### src/rtl/mux_scan_pkg.sv
// Shared types and mode encodings for the scanning multiplexer and its users.
package mux_scan_pkg;

    typedef enum logic [1:0] {
        IDLE  = 2'd0,
        RUN   = 2'd1,
        DRAIN = 2'd2,
        DONE  = 2'd3
    } state_t;

    localparam logic [1:0] MODE_MANUAL = 2'd0;
    localparam logic [1:0] MODE_SCAN   = 2'd1;
    localparam logic [1:0] MODE_BURST  = 2'd2;

endpackage

### src/rtl/mux_scan_seq_mux_n1.sv
// Combinational N_CH:1 selector of W-bit channels; flags selects that name no channel.
module mux_n1 #(
    parameter int N_CH  = 3,
    parameter int W     = 8,
    parameter int SEL_W = $clog2(N_CH)
) (
    input  logic [N_CH*W-1:0] in_data,
    input  logic [SEL_W-1:0]  sel,
    output logic [W-1:0]      out_data,
    output logic              in_range
);

    logic [W-1:0] chan [N_CH];

    generate
        for (genvar gi = 0; gi < N_CH; gi++) begin : g_chan
            assign chan[gi] = in_data[gi*W +: W];
        end
    endgenerate

    // Out-of-range selects yield zero rather than an undefined array read.
    always_comb begin
        out_data = '0;
        for (int k = 0; k < N_CH; k++) begin
            if (sel == SEL_W'(k)) begin
                out_data = chan[k];
            end
        end
    end

    assign in_range = ({1'b0, sel} < (SEL_W + 1)'(N_CH));

endmodule

### src/rtl/mux_scan_seq.sv
// Registered N-channel multiplexer with manual, round-robin scan and counted burst modes,
// presenting captures on a valid/ready stream that holds until accepted.
module mux_scan_seq
    import mux_scan_pkg::*;
#(
    parameter int  N_CH  = 3,
    parameter int  W     = 8,
    parameter int  CNT_W = 8,
    localparam int SEL_W = $clog2(N_CH)
) (
    input  logic              clk,
    input  logic              rst,
    input  logic [N_CH*W-1:0] in_data,
    input  logic [1:0]        mode,
    input  logic [SEL_W-1:0]  sel_in,
    input  logic [CNT_W-1:0]  burst_len,
    input  logic              start,
    input  logic              stop,
    output logic [W-1:0]      out_data,
    output logic [SEL_W-1:0]  out_ch,
    output logic              out_valid,
    input  logic              out_ready,
    output logic              busy,
    output logic              done,
    output logic              sel_err,
    output logic [CNT_W-1:0]  beat_cnt
);

    state_t             state_reg, state_next;
    logic [1:0]         mode_reg, mode_next;
    logic [CNT_W-1:0]   len_reg, len_next;
    logic [CNT_W-1:0]   cnt_reg, cnt_next;
    logic [SEL_W-1:0]   ptr_reg, ptr_next;
    logic [W-1:0]       data_reg, data_next;
    logic [SEL_W-1:0]   ch_reg, ch_next;
    logic               valid_reg, valid_next;
    logic               err_reg, err_next;

    logic               is_manual;
    logic               is_burst;
    logic               zero_burst;
    logic               cap_ok;
    logic               capture;
    logic [SEL_W-1:0]   ch_sel;
    logic [SEL_W-1:0]   ptr_adv;
    logic [CNT_W-1:0]   cnt_inc;
    logic [W-1:0]       mux_out;
    logic               mux_ok;

    assign is_manual  = (mode_reg == MODE_MANUAL);
    assign is_burst   = (mode_reg == MODE_BURST);
    assign zero_burst = is_burst && (len_reg == '0);
    assign ch_sel     = is_manual ? sel_in : ptr_reg;
    assign ptr_adv    = (ptr_reg == SEL_W'(N_CH - 1)) ? '0 : ptr_reg + 1'b1;
    assign cnt_inc    = (cnt_reg == '1) ? cnt_reg : cnt_reg + 1'b1;
    assign cap_ok     = !valid_reg || out_ready;
    assign capture    = (state_reg == RUN) && cap_ok && mux_ok && !zero_burst;

    mux_n1 #(
        .N_CH  (N_CH),
        .W     (W),
        .SEL_W (SEL_W)
    ) u_mux (
        .in_data  (in_data),
        .sel      (ch_sel),
        .out_data (mux_out),
        .in_range (mux_ok)
    );

    always_comb begin
        state_next = state_reg;
        mode_next  = mode_reg;
        len_next   = len_reg;
        cnt_next   = cnt_reg;
        ptr_next   = ptr_reg;
        data_next  = data_reg;
        ch_next    = ch_reg;
        valid_next = valid_reg;
        err_next   = err_reg;

        case (state_reg)
            IDLE: begin
                if (start && !stop) begin
                    state_next = RUN;
                    mode_next  = mode;
                    len_next   = burst_len;
                    ptr_next   = '0;
                    cnt_next   = '0;
                    err_next   = 1'b0;
                end
            end
            RUN: begin
                if (capture) begin
                    data_next  = mux_out;
                    ch_next    = ch_sel;
                    valid_next = 1'b1;
                    cnt_next   = cnt_inc;
                    if (!is_manual) begin
                        ptr_next = ptr_adv;
                    end
                end else if (valid_reg && out_ready) begin
                    valid_next = 1'b0;
                end
                if (cap_ok && is_manual && !mux_ok) begin
                    err_next = 1'b1;
                end
                // A capture in the stop cycle still lands; the beat then drains normally.
                if (stop || zero_burst || (capture && is_burst && cnt_inc == len_reg)) begin
                    state_next = DRAIN;
                end
            end
            DRAIN: begin
                if (!valid_reg) begin
                    state_next = DONE;
                end else if (out_ready) begin
                    valid_next = 1'b0;
                    state_next = DONE;
                end
            end
            DONE: begin
                state_next = IDLE;
            end
            default: begin
                state_next = IDLE;
            end
        endcase
    end

    always_ff @(posedge clk or posedge rst) begin
        if (rst) begin
            state_reg <= IDLE;
            mode_reg  <= MODE_MANUAL;
            len_reg   <= '0;
            cnt_reg   <= '0;
            ptr_reg   <= '0;
            data_reg  <= '0;
            ch_reg    <= '0;
            valid_reg <= 1'b0;
            err_reg   <= 1'b0;
        end else begin
            state_reg <= state_next;
            mode_reg  <= mode_next;
            len_reg   <= len_next;
            cnt_reg   <= cnt_next;
            ptr_reg   <= ptr_next;
            data_reg  <= data_next;
            ch_reg    <= ch_next;
            valid_reg <= valid_next;
            err_reg   <= err_next;
        end
    end

    assign out_data  = data_reg;
    assign out_ch    = ch_reg;
    assign out_valid = valid_reg;
    assign busy      = (state_reg == RUN) || (state_reg == DRAIN);
    assign done      = (state_reg == DONE);
    assign sel_err   = err_reg;
    assign beat_cnt  = cnt_reg;

endmodule

### config.mk
export PLATFORM = sky130hd
export DESIGN_NAME = mux_scan_seq
export DESIGN_NICKNAME = d
export VERILOG_FILES = /design/src/rtl/mux_scan_pkg.sv /design/src/rtl/mux_scan_seq_mux_n1.sv /design/src/rtl/mux_scan_seq.sv
export SDC_FILE = /design/constraint.sdc
export NUM_CORES = 1
export LEC_CHECK = 0
export ABC_AREA = 1
export BUFFER_PORTS_ARGS = -buffer_cell sky130_fd_sc_hd__clkbuf_2
export CORE_MARGIN = 2
export CORE_UTILIZATION = 38
export DETAILED_ROUTE_END_ITERATION = 12
export GPL_TIMING_DRIVEN = 1
export HOLD_SLACK_MARGIN = 0.08
export PLACE_DENSITY_LB_ADDON = 0.1
export SLEW_MARGIN = 15
export SYNTH_ARGS = -nofsm -noshare
export SYNTH_HDL_FRONTEND = slang
export SYNTH_SLANG_ARGS = --single-unit
### constraint.sdc
create_clock -name clk -period 1.7 [get_ports clk]
set_input_delay 0.085 -clock clk [delete_from_list [all_inputs] [get_ports clk]]
set_output_delay 0.085 -clock clk [all_outputs]
set_load 0.01 [all_outputs]
Word level (Yosys, flattened, before mapping)
Cells that the tools add are included.

cells by class
  add/subtract/negate cells = 2
  $lt $le $gt $ge = 1
  equal/unequal tests = 16
  multiplexer cells = 26
  reductions and logical operators = 31

operators with widths
  operator                                              count
  2-to-1 mux 8 bit                                      6
  2-to-1 mux 2 bit                                      9
  case mux 8 bit (2 select lines)                       1
  equality test 2 bit (second input constant)           5
  logical AND 1 bit                                     10
  AND reduction 3 bit                                   3
  adder 8 x 1 -> 8 bit (second input constant)          1
  equality test 8 bit                                   1
  equality test 8 bit (second input constant)           1
  zero test 8 bit                                       1
  case mux 2 bit (4 select lines)                       1
  zero test 2 bit                                       3
  2-to-1 mux 1 bit                                      6
  != test 2 bit (second input constant)                 3
  AND reduction 2 bit                                   3
  equality test 2 x 1 -> 1 bit (second input constant)  2
  zero test 1 bit                                       4
  logical OR 1 bit                                      4
  != test 2 x 1 -> 1 bit (second input constant)        2
  case mux 1 bit (2 select lines)                       2
  case mux 2 bit (2 select lines)                       1
  AND reduction 4 bit                                   1
  nonzero test 2 bit                                    2
  != test 3 x 2 -> 1 bit (second input constant)        1
  other kinds (3)                                       3

storage, ports and cells
  flip-flop bits (word level) = 34
  logic and storage cells = 85

Logic depth before layout (Yosys ltp)
Gate-level depths: netlist of run 1.

  word-level depth = 10
  gate-level depth with buffers = 15
  mapped depth without buffers = 14

Cells and area by module
Synthesis of run 1 repeated with hierarchy kept, for this count alone.

unflattened totals
  cell total of the unflattened synthesis = 295
  area, all modules = 2,107.0 um^2

modules (own cells, without submodules)
  module        times used  cells each  area each (um^2)  sequential area each (um^2)
  mux_scan_seq  1           257         1,924.3           850.8
  mux_n1        1           38          182.7             0.0

Worst setup path before layout of run 1
Ideal clock, no wire load.

  path type = register -> register
  from = reg cnt_reg[0], in the netlist beat_cnt[0]
  to = reg state_reg[0]
  arrival time = 1,789 ps
  path slack = -205 ps
  stages on the path, launching flop included = 16
  path buffers = 1
  cell sequence = dfrtp_1 -> ha_1 -> nand2_2 -> nor2_4 -> nand2_2 -> buf_6 -> nand2_4 -> nand2_2 -> nand2_2 -> nand2_2 -> nor2_2 -> nand3_1 -> o21ai_2 -> nand2_1 -> nand2_1 -> nand2_1

on the way
  longest elaborated chain between the ends = 7
  elaborated cells on any way between the ends = 8

ends and longest elaborated chain
  element                                                      line                 text
  start: declaration                                           mux_scan_seq.sv:32   logic [CNT_W-1:0] cnt_reg, cnt_next;
  start signal: assignment                                     mux_scan_seq.sv:144  cnt_reg <= cnt_next;
  adder 8 x 1 -> 8 bit or equality test 8 bit (tied branches)  mux_scan_seq.sv:55   assign cnt_inc = (cnt_reg == '1) ? cnt_reg : cnt_reg + 1'b1;
  2-to-1 mux 8 bit (*)                                         mux_scan_seq.sv:55
  equality test 8 bit (*)                                      mux_scan_seq.sv:108  if (stop || zero_burst || (capture && is_burst && cnt_inc == len_reg)) begin
  logical AND 1 bit (*)                                        mux_scan_seq.sv:108
  logical OR 1 bit (*)                                         mux_scan_seq.sv:108
  != test 2 x 1 -> 1 bit (no line) (*)                         -
  AND reduction 3 bit (no line) (*)                            -
  end signal: assignment                                       mux_scan_seq.sv:141  state_reg <= state_next;
  end: declaration                                             mux_scan_seq.sv:29   state_t state_reg, state_next;

Every way passes the cells marked *; elsewhere a longest branch is shown, timed or not.
A chain may end at the register's enable or synchronous reset.

Worst setup path after layout of run 1
  from = reg cnt_reg[1], in the netlist beat_cnt[1]
  to = reg state_reg[1]

The elaborated chain is that of the path after synthesis.

==> flow_summary.yaml, run 1 <==
clocking:
  clockBufferDepth: 2
  cts_root_buf: "clkbuf_8"
  cts_buffers: 5
  cts_tree: "yes"
  h-tree-depth: 2
  clock_sinks: 34
  clock_latency_ns: 0.28
  clkTransAtPathRegs_ns: 0.07
critical_path:
  critPathMaxStageDelay_ns: 0.43
  crit_path_frequent_cell: "nand2_1"
  slowest_stage: "dfrtp_2"
  worstPathCellList: "ha_4, nand2_4, nor2_4, nand2_4, buf_6, nand3_2, nand3_1, nand2_1, nor2_1, nand2_1, o21ai_2, nand2_1, nand2_1, nand2_1"
  start_kind: "flop"
  critPathArrivalTime_ns: 2.03
  worst_ep_required_time_ns: 1.88
  cp_max_fo: 7
  end_kind: "flop"
  worstSetupPathType: "reg -> reg"
die:
  die_w_um: 78.2
  ioPinCount: 63
  fp.dieArea_mm2: 0.00611
  initial_core_util_pct: 38.7
  fp.coreArea_mm2: 0.00541
  rows: 27
  die_h_um: 78.2
grt:
  antenna_found_initial: 0
  grt_overflow_total: 0
  grt_use_total_pct: 19.8
  grt_pass1_vias: 2267
  grt_max_degree: 35
  grt_pass1_wl_um: 9670
routing:
  viasPerCell: 4.74
  drc: 0
  ant_nets: 0
  wl_per_cell_um: 11.6
  drt_first_pass_iters: 5
  drt_iter0_drc: 141
  vias: 2349
  routed_wl_um: 5760
timing:
  slew_headroom_pct: 70.9
  finalCritPeriodShare_pct: 109
  period_needed_ns: 1.85
  finalSetupViolations: 2
  tns_ns: -0.284
  layout_setup_ws_ns: -0.149
  fmax_mhz: 541
  timing.hold.ws_ns: 0.0999
  tightest_slew_ns: 0.437
  slew_viol_final: 0
  hold_violations: 0
  fin_skew_ns: 0.00466
  rsz0062_at_grt: "yes"
power_and_ir_drop:
  p_per_area_mw_per_mm2: 1400
  report.power.total_mw: 4.40
  ir_drop_v: 0.000868
  p_leak_nw: 1.66
outcome:
  violations: "setup timing"
  status: "complete, but fails checks"
synth:
  synth-seq-area-share_pct: 40.7
  synth_seq_cells: 34
  yosys.area.top_type: "dfrtp_1"
  syn-cell-area_mm2: 0.00209
  synth.distinct_cells: 25
  postSynthAreaPerCell_um2: 6.85
  synth_top_area_share_pct: 40.7
  ys_warn_count: 0
  netlist_instances: 305
  ys_top_cells_by_area: "dfrtp_1, nand2_1, nand3_1, nor2_1, inv_1"
  syn-num-nets: 351
finish:
  antenna-diode-count: 0
  area.growth.synth_to_final_pct: 50.1
  drive_gt1_share_pct: 35.4
  layout.nets: 469
place:
  dpl.hpwl_um: 4180
  place.gp.congestion: 0.886
  port_buffers: 62
job:
  max-cap-violations: 0
hold_path:
  hp-class: "in -> reg"
-- cell usage in the layout, fill, tap and decap left out --
| master | instances |
|---|---|
| dfrtp_1 | 31 |
| clkbuf_2 | 62 |
| clkbuf_1 | 1 |
| clkbuf_8 | 6 |
| nand2_2 | 7 |
| nand3_1 | 22 |
| o31ai_1 | 1 |
| inv_1 | 27 |
| or2_2 | 2 |
| dlygate4sd3_1 | 11 |
| nor2_4 | 2 |
| nand2_4 | 3 |
| nand3_4 | 2 |
| nor3_1 | 1 |
| nor2_2 | 3 |
| ha_1 | 3 |
| and2_4 | 1 |
| o21ai_2 | 1 |
| o21ai_0 | 15 |
| clkinv_2 | 1 |
| nand4_1 | 3 |
| a21oi_1 | 11 |
| nand2_1 | 110 |
| buf_4 | 36 |
| ha_4 | 1 |
| xnor2_1 | 1 |
| ha_2 | 1 |
| inv_2 | 1 |
| buf_6 | 7 |
| o21a_1 | 1 |
| o21ai_1 | 1 |
| o21bai_1 | 2 |
| xor2_1 | 3 |
| nor2_1 | 30 |
| nand3_2 | 10 |
| dfrtp_2 | 3 |
| clkbuf_4 | 1 |
-- worst paths after layout --
kind | cells past startpoint | slack [ns] | from | to
max | 14 | -0.15 | beat_cnt[1]$_DFFE_PP0P_ | state_reg[1]$_DFFE_PP0P_
min | 5 | 0.1 | in_data[21] | out_data[5]$_DFFE_PP0P_
max reg2reg | 14 | -0.15 | beat_cnt[1]$_DFFE_PP0P_ | state_reg[1]$_DFFE_PP0P_
min in group asynchronous | 4 | 0.43 | rst | out_data[5]$_DFFE_PP0P_
max in group asynchronous | 4 | 0.94 | rst | beat_cnt[0]$_DFFE_PP0P_
min reg2reg | 2 | 0.48 | out_data[4]$_DFFE_PP0P_ | out_data[4]$_DFFE_PP0P_
-- cell usage after synthesis --
| master | number |
|---|---|
| nand3_1 | 34 |
| and2_1 | 1 |
| nand4_1 | 3 |
| dfrtp_1 | 34 |
| o21ai_0 | 16 |
| xnor2_1 | 1 |
| a21oi_1 | 11 |
| o31ai_1 | 1 |
| nand2_2 | 5 |
| clkbuf_1 | 4 |
| nor3_1 | 1 |
| nor2_2 | 1 |
| o21bai_1 | 2 |
| o21a_1 | 1 |
| inv_1 | 28 |
| nand2_1 | 114 |
| buf_6 | 1 |
| xor2_1 | 3 |
| nor2_4 | 2 |
| nand2_4 | 1 |
| o21ai_2 | 1 |
| or2_2 | 2 |
| ha_1 | 5 |
| buf_2 | 1 |
| nor2_1 | 32 |
-- what timing repair did --
action                                  4_1_cts  5_1_grt
cloned                                        0        1
pin swaps                                    14        3
gates resized for setup                      21       14
endpoints found under the hold margin        44        0
endpoints found under the setup margin        4       20
buffers inserted                              4        1
hold buffers                                 11        0
-- worst max-delay path: cells and delay by family (launching register included) --
kind	cells	cell delay, ns
AO/OA/AOI/OAI	1	0.16
flip-flops	1	0.43
AND/OR/NAND/NOR	11	0.84
buffers and inverters	1	0.12
adder cells (fa/ha/maj)	1	0.18
-- report_power, final --
group          internal, mW  switching (mW)  leakage, nW
clock network         0.327           0.295       0.0482
logic                  1.07            1.40         1.20
registers              1.12           0.188        0.416
-- cell type report --
class | instances | area, µm²
fillers | 547 | 2270
multi-input cells | 237 | 1220
flip-flops and latches | 34 | 855
repair buffers | 117 | 777
inverters | 28 | 105
well taps | 72 | 90.1
clock buffers | 7 | 86.3
clock inverters | 1 | 5.00
-- routing by layer --
metal	wire [µm]	vias to the layer above	GRT usage [%]
met5	0	-	0
met4	101	0	7.02
met3	214	13	4.37
met2	2840	51	33.4
met1	2610	1082	25.0
li1	-	1203	-
-- per-stage QoR --
stage          instance area, µm²  setup WS [ns]  instances  util, %
5_1_grt                      3140         -0.292        496     58.1
4_1_cts                      3080        -0.0902        494     57.1
3_5_place_dp                 2760         -0.132        471     51.1
3_3_place_gp                 2760        -0.0860        471     51.1
6_report                     3140         -0.149        496     58.1
2_1_floorplan                2110        -0.0764        305        -
-- cell families after synthesis --
| family | synth area share (%) |
|---|---|
| and+or+nand+nor | 39.8 |
| buffers and inverters | 6.52 |
| adders and majority gates | 2.99 |
| DFF | 40.7 |
| AOI/OAI and AO/OA | 8.32 |
| xor gates and xnor gates | 1.68 |
No activity file was read; power rests on OpenSTA's default activity.
==> run 2, diff against run 1 <==
- ABC_AREA: 1 -> 0
==> run 2 against run 1 <==
- the run still ends with setup timing left
- highest routed layer unchanged
- count of clock-buffer cells in the layout shrank 1
- final cell count shrank 4.8%
- largest power group unchanged
- largest cell class unchanged
- die area grew 2.8%
- critical endpoint unchanged
==> flow_summary.yaml, run 2 <==
hold_path:
  hold_path_end: "out_data[7]$_DFFE_PP0P_"
  hp-start: "in_data[15]"
  holdPathStages: 3
  hp-class: "in -> reg"
grt:
  grt_use_total_pct: 22.7
  grt_overflow_total: 0
  grt_pass1_vias: 2341
  antenna_found_initial: 0
  grt_max_degree: 35
  grt_pass1_wl_um: 11000
place:
  placed_area_mm2: 0.00313
  pre_cts_ws_ns: -0.373
  dpl.hpwl_um: 5010
  place.gp.congestion: 0.850
  port_buffers: 62
timing:
  finalSetupViolations: 20
  timing.hold.ws_ns: 0.0786
  period_needed_ns: 1.98
  tightest_slew_ns: 0.451
  fmax_mhz: 504
  finalCritPeriodShare_pct: 117
  fin_skew_ns: 0.0105
  rsz0062_at_grt: "yes"
  slew_viol_final: 0
  layout_setup_ws_ns: -0.283
  tns_ns: -3.12
  slew_headroom_pct: 69.9
  hold_violations: 0
die:
  die_w_um: 79.3
  die_h_um: 79.3
  fp.dieArea_mm2: 0.00628
  fp.coreArea_mm2: 0.00547
  initial_core_util_pct: 39.3
  ioPinCount: 63
  rows: 27
critical_path:
  start_kind: "flop"
  worst_ep_required_time_ns: 1.87
  worstReg2RegEnd: "state_reg[1]$_DFFE_PP0P_"
  cp_max_fo: 4
  r2r_cells: 9
  critPathArrivalTime_ns: 2.16
  worstReg2RegStart: "beat_cnt[0]$_DFFE_PP0P_"
  worstSetupPathType: "reg -> reg"
  reg2reg_slack_ns: -0.28
  end_kind: "flop"
synth:
  synth_top_area_share_pct: 39.5
  synth-main-ff-cell: "dfrtp_1"
  ys_top_cells_by_area: "dfrtp_1, a21oi_1, mux2_2, mux2i_1, nor2_1"
  synth-seq-area-share_pct: 39.5
  synthTopCellsByCount: "a21oi_1, dfrtp_1, nor2_1, nand2_1, mux2_2"
  syn-num-nets: 285
  postSynthAreaPerCell_um2: 9.01
  ys_warn_count: 0
  yosys.area.top_type: "dfrtp_1"
  syn-cell-area_mm2: 0.00215
  synthArstFlopShare_pct: 100
  synth_edf_count: 0
  synth_seq_cells: 34
  synth.distinct_cells: 48
  netlist_instances: 239
power_and_ir_drop:
  p_per_area_mw_per_mm2: 1610
  p_leak_nw: 1.74
  ir_drop_v: 0.000908
routing:
  drc: 0
  wl_per_cell_um: 14.5
  ant_nets: 0
  drt_first_pass_iters: 4
  drt_iter0_drc: 95
  viasPerCell: 5.07
  vias: 2393
  routed_wl_um: 6870
job:
  max-cap-violations: 0
clocking:
  clkTransAtPathRegs_ns: 0.07
  h-tree-depth: 2
  clock_sinks: 34
  clock_latency_ns: 0.30
  cts_root_buf: "clkbuf_8"
  cts_buffers: 5
  clockBufferDepth: 2
  cts_tree: "yes"
outcome:
  status: "complete, but fails checks"
  violations: "setup timing"
finish:
  antenna-diode-count: 0
  layout.nets: 445
  mostFrequentLayoutCells: "buf_4, clkbuf_2, dfrtp_1, a21oi_1, nor2_1"
  drive_gt1_share_pct: 53.5
  final_common_cell: "buf_4"
  fin_area_mm2: 0.00372
  area.growth.synth_to_final_pct: 72.6
  num-fill-cells: 453
==> run 2: changes by cell type after synthesis, sizes merged, moves of 7 or more <==
cell / before / now
mux2i: 0 / 10
o21ai: 17 / 10
nor2: 35 / 27
inv: 28 / 8
nand2: 120 / 17
a21oi: 11 / 34
nand3: 34 / 7
mux2: 0 / 13
==> run 2: final cells by class <==
type,instances,area (µm²),area share (%)
inverters,8,32.5,0.875
multi-input cells,186,1470,39.6
well taps,72,90.1,2.42
clock buffers,6,82.6,2.22
clock inverters,2,12.5,0.337
repair buffers,164,1170,31.6
flip-flops and latches,34,852,22.9
==> run 2: per-layer routing <==
metal  share of wire [%]  vias up  global-route usage [%]  routed length [µm]
li1                    -     1195                       -                   -
met1                  46     1137                    30.2                3190
met2                  49       50                    37.8                3340
met3                 3.4       11                    3.86                 232
met4                 1.5        0                    7.07                 100
met5                   0        -                       0                   0
==> run 2: logic make-up (layout without fill, tap and decap cells) <==
family	after synthesis	count (layout)	synth area share, %
compound gates	69	69	20.2
flops	34	34	39.5
xor+xnor	7	7	2.85
mux	23	23	11.4
fa+ha+maj	5	5	2.91
buf+inv	19	180	3.72
simple gates	82	82	19.3
==> run 2: worst max-delay path, stage by stage (launching register included) <==
cell	delay, ns
dfrtp_1	0.38
ha_2	0.22
buf_6	0.13
and3_4	0.17
o32a_1	0.30
nand3_2	0.10
nand4_4	0.11
nor4_4	0.23
nor3_1	0.07
nand4b_1	0.16
==> run 2: how the worst max path moves through the flow <==
| stage | from | slack [ns] | cells after the start | end |
|---|---|---|---|---|
| 3_3_place_gp | state_reg[1]$_DFFE_PP0P_ | -0.34 | 10 | state_reg[1]$_DFFE_PP0P_ |
| 5_1_grt | beat_cnt[1]$_DFFE_PP0P_ | -0.40 | 10 | state_reg[0]$_DFFE_PP0P_ |
| 6_report | beat_cnt[0]$_DFFE_PP0P_ | -0.28 | 9 | state_reg[1]$_DFFE_PP0P_ |
| 2_1_floorplan | state_reg[1]$_DFFE_PP0P_ | -0.50 | 10 | state_reg[1]$_DFFE_PP0P_ |
| 3_5_place_dp | state_reg[1]$_DFFE_PP0P_ | -0.37 | 10 | state_reg[1]$_DFFE_PP0P_ |
| 4_1_cts | state_reg[1]$_DFFE_PP0P_ | -0.35 | 10 | state_reg[1]$_DFFE_PP0P_ |
==> run 2: power breakdown <==
group / internal, mW / leakage, nW / switching (mW)
Clock: 0.325 / 0.0472 / 0.318
Combinational: 2.09 / 1.27 / 1.87
Sequential: 1.14 / 0.420 / 0.241
Total: 3.56 / 1.74 / 2.43
==> run 2: stage by stage <==
| step | utilization (%) | cells | power (mW) |
|---|---|---|---|
| floorplan | - | 239 | 3.15 |
| global placement | 57.2 | 440 | 4.60 |
| detailed placement | 57.2 | 440 | 4.66 |
| CTS | 65.6 | 468 | 5.75 |
| global route | 67.9 | 472 | 6.41 |
| finish | 67.9 | 472 | 5.99 |
==> run 2: repair_timing <==
| action | in CTS | in global routing |
|---|---|---|
| gates cloned | 1 | 1 |
| pin swaps | 19 | 7 |
| endpoints found under the setup margin | 23 | 23 |
| hold buffers | 16 | 0 |
| buffers inserted | 4 | 3 |
| resized for setup | 41 | 22 |
| hold endpoints to repair | 49 | 0 |
